--- config.mk ---
export PLATFORM = sky130hd
export DESIGN_NAME = tmr_down_timer
export DESIGN_NICKNAME = d
export VERILOG_FILES = /design/src/rtl/tmr_timer_pkg.sv /design/src/rtl/tmr_sreg.sv /design/src/rtl/tmr_down_timer.sv
export SDC_FILE = /design/constraint.sdc
export NUM_CORES = 1
export LEC_CHECK = 0
export ABC_AREA = 0
export BUFFER_PORTS_ARGS = -buffer_cell sky130_fd_sc_hd__buf_2
export CAP_MARGIN = 15
export CELL_PAD_IN_SITES_DETAIL_PLACEMENT = 0
export CELL_PAD_IN_SITES_GLOBAL_PLACEMENT = 2
export CORE_MARGIN = 3
export CORE_UTILIZATION = 25
export CTS_CLUSTER_DIAMETER = 80
export DETAILED_ROUTE_END_ITERATION = 10
export PLACE_DENSITY = 0.62
export SETUP_SLACK_MARGIN = 0.5
export SYNTH_ARGS = -nofsm -noshare
export SYNTH_HDL_FRONTEND = slang
export SYNTH_SLANG_ARGS = --single-unit
--- constraint.sdc ---
create_clock -name clk -period 2.76 [get_ports clk]
set_input_delay 0.138 -clock clk [delete_from_list [all_inputs] [get_ports clk]]
set_output_delay 0.138 -clock clk [all_outputs]
set_load 0.005 [all_outputs]
--- src/rtl/tmr_timer_pkg.sv ---
// Shared definitions for the TMR down timer: FSM encoding, lane indices
// and the bitwise 2-of-3 majority voter.
package tmr_timer_pkg;

  typedef enum logic {
    ST_IDLE = 1'b0,
    ST_RUN  = 1'b1
  } state_e;

  localparam logic [1:0] LANE_0    = 2'd0;
  localparam logic [1:0] LANE_1    = 2'd1;
  localparam logic [1:0] LANE_2    = 2'd2;
  localparam logic [1:0] LANE_NONE = 2'd3;

  // Single-bit majority; callers apply it per bit for wider vectors.
  function automatic logic maj3(input logic a, input logic b, input logic c);
    return (a & b) | (a & c) | (b & c);
  endfunction

endpackage

--- src/rtl/tmr_sreg.sv ---
// Triplicated register with bitwise majority voter, optional scrub on
// non-write cycles and per-lane XOR fault injection on the next value.
module tmr_sreg
  import tmr_timer_pkg::*;
#(
  parameter int W     = 8,
  parameter int SCRUB = 1
) (
  input  logic         clk,
  input  logic         rst,
  input  logic         we,
  input  logic [W-1:0] d,
  input  logic         inj_en,
  input  logic [1:0]   inj_lane,
  input  logic [W-1:0] inj_mask,
  output logic [W-1:0] q,
  output logic         mism
);

  logic [W-1:0] rep_q [3];
  logic [W-1:0] rep_d [3];
  logic [W-1:0] voted;
  logic [2:0]   lane_hit;

  assign lane_hit[0] = inj_en && (inj_lane == LANE_0);
  assign lane_hit[1] = inj_en && (inj_lane == LANE_1);
  assign lane_hit[2] = inj_en && (inj_lane == LANE_2);

  // Bitwise 2-of-3 vote across the replicas.
  always_comb begin
    voted = '0;
    for (int i = 0; i < W; i++) begin
      voted[i] = maj3(rep_q[0][i], rep_q[1][i], rep_q[2][i]);
    end
  end

  // Per-lane next value: write data, else voted (scrub) or own value, then injection.
  always_comb begin
    for (int l = 0; l < 3; l++) begin
      if (we) begin
        rep_d[l] = d;
      end else if (SCRUB != 0) begin
        rep_d[l] = voted;
      end else begin
        rep_d[l] = rep_q[l];
      end
      if (lane_hit[l]) begin
        rep_d[l] = rep_d[l] ^ inj_mask;
      end
    end
  end

  // Replica storage with synchronous reset.
  // NOTE: every replica is reset explicitly; an unreset lane would raise mismatch from power-up.
  always_ff @(posedge clk) begin
    for (int l = 0; l < 3; l++) begin
      if (rst) begin
        rep_q[l] <= '0;
      end else begin
        rep_q[l] <= rep_d[l];
      end
    end
  end

  assign q    = voted;
  assign mism = (rep_q[0] != rep_q[1]) || (rep_q[1] != rep_q[2]);

endmodule

--- src/rtl/tmr_down_timer.sv ---
// Loadable down-counting timer with triplicated count, reload and run
// registers, registered terminal-count pulse and a saturating mismatch counter.
module tmr_down_timer
  import tmr_timer_pkg::*;
#(
  parameter int W           = 8,
  parameter int SCRUB       = 1,
  parameter int AUTO_RELOAD = 0,
  parameter int EW          = 8
) (
  input  logic          clk,
  input  logic          rst,
  input  logic          load,
  input  logic [W-1:0]  load_val,
  input  logic          en,
  output logic [W-1:0]  count,
  output logic          busy,
  output logic          tc,
  output logic          mismatch,
  output logic [EW-1:0] err_cnt,
  input  logic          inj_en,
  input  logic [1:0]    inj_lane,
  input  logic [W-1:0]  inj_mask
);

  logic [W-1:0]  count_v;
  logic [W-1:0]  reload_v;
  logic [0:0]    run_v;
  logic          count_mism;
  logic          reload_mism;
  logic          run_mism;

  logic          count_we;
  logic [W-1:0]  count_d;
  logic          reload_we;
  logic          run_we;
  state_e        state_q;
  state_e        state_d;
  logic [0:0]    run_d;
  logic          tc_d;
  logic          tc_q;
  logic [EW-1:0] err_d;
  logic [EW-1:0] err_q;

  tmr_sreg #(.W(W), .SCRUB(SCRUB)) u_count (
    .clk      (clk),
    .rst      (rst),
    .we       (count_we),
    .d        (count_d),
    .inj_en   (inj_en),
    .inj_lane (inj_lane),
    .inj_mask (inj_mask),
    .q        (count_v),
    .mism     (count_mism)
  );

  tmr_sreg #(.W(W), .SCRUB(SCRUB)) u_reload (
    .clk      (clk),
    .rst      (rst),
    .we       (reload_we),
    .d        (load_val),
    .inj_en   (1'b0),
    .inj_lane (LANE_NONE),
    .inj_mask ('0),
    .q        (reload_v),
    .mism     (reload_mism)
  );

  tmr_sreg #(.W(1), .SCRUB(SCRUB)) u_run (
    .clk      (clk),
    .rst      (rst),
    .we       (run_we),
    .d        (run_d),
    .inj_en   (1'b0),
    .inj_lane (LANE_NONE),
    .inj_mask (1'b0),
    .q        (run_v),
    .mism     (run_mism)
  );

  assign state_q = state_e'(run_v[0]);
  assign run_d   = state_d;

  // Next-state and write strobes: load beats decrement beats hold.
  // NOTE: every output of this block gets a default first so no latch is inferred.
  always_comb begin
    count_we  = 1'b0;
    count_d   = count_v;
    reload_we = 1'b0;
    run_we    = 1'b0;
    state_d   = state_q;
    tc_d      = 1'b0;
    if (load) begin
      count_we  = 1'b1;
      count_d   = load_val;
      reload_we = 1'b1;
      run_we    = 1'b1;
      if (load_val != '0) begin
        state_d = ST_RUN;
      end else begin
        state_d = ST_IDLE;
        tc_d    = 1'b1;
      end
    end else if ((state_q == ST_RUN) && en) begin
      count_we = 1'b1;
      run_we   = 1'b1;
      if (count_v > W'(1)) begin
        count_d = count_v - W'(1);
        state_d = ST_RUN;
      end else if (AUTO_RELOAD != 0) begin
        // Terminal count (a faulted zero is treated the same way).
        count_d = reload_v;
        state_d = ST_RUN;
        tc_d    = 1'b1;
      end else begin
        count_d = '0;
        state_d = ST_IDLE;
        tc_d    = 1'b1;
      end
    end
  end

  // Saturating count of mismatch cycles.
  always_comb begin
    err_d = err_q;
    if (mismatch && (err_q != {EW{1'b1}})) begin
      err_d = err_q + EW'(1);
    end
  end

  // Terminal-count pulse and error counter registers.
  // NOTE: non-blocking assignments keep every flop sampling pre-edge values.
  always_ff @(posedge clk) begin
    if (rst) begin
      tc_q  <= 1'b0;
      err_q <= '0;
    end else begin
      tc_q  <= tc_d;
      err_q <= err_d;
    end
  end

  assign count    = count_v;
  assign busy     = (state_q == ST_RUN);
  assign tc       = tc_q;
  assign mismatch = count_mism || reload_mism || run_mism;
  assign err_cnt  = err_q;

endmodule

==> impl_metrics.yaml <==
detailed_routing:
  first_pass_iters: 4
  via_per_inst: 4.63
  postRouteAntennaNets: 0
  drc_errors: 0
  num_vias: 1893
  drt_wl_total_mm: 5.82
  drt_iter0_markers: 59
  wire_per_inst_um: 14.2
global_routing:
  grt_pass1_wl_mm: 9.37
  grt_max_degree: 38
  overflow: 0
  grt_pass1_vias: 1768
  use_met3_pct: 2.64
  antenna_found_initial: 0
  grt_busiest_layer: "met2"
  grt_util_met2_pct: 18.4
  groute.usage.overall_pct: 12.2
  grt_use_met1_pct: 17.4
clock_network:
  htreeDepth: 2
  clkLatencyLatePin_ns: 0.29
  cts_tree: "yes"
  cts_buffers: 5
  root_buffer: "clkbuf_8"
  cts.clk_slew.worst_paths_ns: 0.07
  postCtsHoldBufs: 0
  cts_buffer_depth: 2
  clock-sinks: 34
floorplanning:
  core_area_mm2: 0.00797
  num_io_pins: 42
  rows: 32
  initial_core_util_pct: 26.6
  dieHeight_um: 98.0
  fp.dieW_um: 98.0
  dieArea_mm2: 0.00960
logic_synthesis:
  synth-main-ff-cell: "dfxtp_1"
  synth.avg_cell_area_um2: 8.78
  synth_area_mm2: 0.00212
  synthDistinctLibCells: 43
  synthArstFlopShare_pct: 0
  yosysWarnings: 0
  synth.ff_latch_count: 34
  syn_inst: 241
  synth_edf_count: 0
  ys_seq_area_share_pct: 32.2
  synth.net_count: 283
setup_path:
  critPathMostFrequentCell: "ha_4"
  crit_path_max_incr_delay_ns: 0.34
  crit_chain: "ha_4 -> a211oi_2 -> buf_4 -> ha_4 -> inv_2 -> nor4_4 -> xnor2_2 -> o31ai_4 -> xor2_1 -> nor2_1"
  end_kind: "register"
  critical_path.max_fanout: 3
  cp-start-kind: "register"
  cp_slowest_cell: "dfxtp_2"
  cp.arrival_ns: 2.36
  r2r_setup_slack_ns: 0.54
  cp.required_ns: 2.90
  worst-setup-path-type: "register to register"
timing:
  slew_headroom_pct: 50.4
  finClkSkew_ns: 0.00897
  max_freq_mhz: 451
  finalHoldViolCount: 0
  tightestPinTransition_ns: 0.741
  fin_crit_sh_pct: 80.3
  finalSetupViolations: 0
  period_needed_ns: 2.22
  rsz0062_at_grt: "yes"
  slew_viol_final: 0
  tns_ns: 0
pwr:
  sw_frac_of_total_pct: 28.9
  p_sw_uw: 457
  vdd_drop_max_v: 0.000178
  p_int_mw: 1.12
  p_comb_share_pct: 28.0
  seqPwrFrac_pct: 35.7
  leakage_nw: 1.29
  clockPowerShare_pct: 36.3
  power_density_mw_per_mm2: 533
run_status:
  status: "completed"
placed_design:
  dp_hpwl_mm: 4.34
  dp.cells: 379
  place_congestion: 0.741
  portBuffers: 41
layout:
  n_antenna_cell: 0
  stdcell_count: 409
  syn2layout_area_growth_pct: 40.4
  nets: 348
  fillers: 822
  drive_gt1_share_pct: 40.4
flow_run:
  max_cap_viol_count: 0
min_path:
  hp-class: "input port to register"
## timing repair
| action | CTS | global route |
|---|---|---|
| buffers inserted | 7 | 15 |
| setup endpoints to repair | 14 | 29 |
| resized for setup | 6 | 44 |
| pin swaps | 6 | 33 |
## layout make-up
class	instances	area (um2)	area share (%)
inverter	8	32.5	1.10
multi-input combinational	192	1590	53.6
clock buffer	6	82.6	2.78
sequential	34	689	23.2
timing repair buffer	65	385	13.0
clock inverter	2	60.1	2.02
tap	102	128	4.30
## power by group through the flow
stage	Clock (mW)	Sequential (mW)	Combinational, mW
finish	0.574	0.565	0.443
global route	0.616	0.570	0.492
CTS	0.589	0.556	0.365
detailed placement	0	0.567	0.336
global placement	0	0.568	0.338
floorplan	0	0.562	0.235
## sequential cells by signal (all words and copies together), names as in the netlist
signal	cells
u_count.rep_q	24
err_cnt	8
tc	1
u_run.rep_q	1
## per-stage QoR
stage / hold slack (ns) / worst slack, ns / util [%] / total power [mW] / cell area, um2
global route: 0.200 / 0.408 / 37.3 / 1.68 / 2970
global placement: 0.479 / 0.255 / 30.6 / 0.906 / 2440
floorplan: 0.342 / 0.596 / - / 0.797 / 2120
finish: 0.187 / 0.544 / 37.3 / 1.58 / 2970
CTS: 0.179 / 0.493 / 33.4 / 1.51 / 2660
detailed placement: 0.484 / 0.327 / 30.6 / 0.903 / 2440
## critical path, delay by kind of cell, from the launching register on
kind / cells / cell delay, ns
adders and majority gates: 2 / 0.29
buffers and inverters: 2 / 0.21
AOI/OAI and AO/OA: 2 / 0.57
and+or+nand+nor: 2 / 0.32
DFF: 1 / 0.34
xor gates and xnor gates: 2 / 0.33
## logic make-up (layout without fill, tap and decap cells)
| kind of cell | count (synthesis) | in the layout | share of synthesized area [%] |
|---|---|---|---|
| buffers and inverters | 15 | 81 | 2.72 |
| muxes | 2 | 2 | 0.946 |
| DFF | 34 | 34 | 32.2 |
| and+or+nand+nor | 111 | 111 | 25.5 |
| adders and majority gates | 19 | 19 | 11.2 |
| AOI/OAI and AO/OA | 32 | 32 | 15.8 |
| xor gates and xnor gates | 28 | 28 | 11.6 |
## layout by cell type (no fill, tap or decap), types with 3 or more instances in the layout
master	n
a211oi_1	3
o31ai_4	3
nor4_4	3
buf_4	24
inv_2	4
ha_4	4
ha_1	12
nor2_1	36
a211oi_2	3
clkbuf_8	6
xnor2_2	3
ha_2	3
a211oi_4	3
nand2_1	36
dfxtp_1	27
nor4_1	5
inv_1	3
buf_2	41
xor2_1	7
nand4b_1	3
nand3_1	4
a211o_1	4
nor3_1	7
dfxtp_2	7
xnor2_1	18
## layer usage
metal	part of all wire (%)	vias to the layer above	routed length, um
met2	45	31	2640
met4	0.96	0	56
met3	3.6	5	210
met1	50	890	2920
li1	-	967	-
met5	0	-	0
## cells in the mapped netlist (2+ instances only)
cell       n  area [um2]
ha_1      19         238
a22o_1     2        17.5
nor4_1     6        37.5
inv_1      6        22.5
xnor2_1   21         184
nor3_1     9        45.0
nand4b_1   3        26.3
a211oi_2   4        50.1
inv_2      2        7.51
nand2_1   37         139
a21oi_1    3        15.0
nand4_1    2        12.5
a211oi_1   4        30.0
mux2i_1    2        20.0
and2_1     2        12.5
nor4_4     2        42.5
xor2_1     7        61.3
nand3_1    4        20.0
buf_1      2        7.51
nor2_1    38         143
a211o_1    6        52.6
clkbuf_1   4        15.0
dfxtp_1   34         681
o31ai_4    3        63.8
## path summary, 6_finish.rpt
kind	cells past startpoint	to	startpoint
setup reg to reg	10	u_count.rep_q[1][4]	u_count.rep_q[1][1]
hold reg to reg	2	u_run.rep_q[1]	u_run.rep_q[1]
hold / removal	4	u_count.rep_q[1][0]	inj_mask[0]
setup / recovery	10	u_count.rep_q[1][4]	u_count.rep_q[1][1]
No activity file was read; power rests on OpenSTA's default activity.
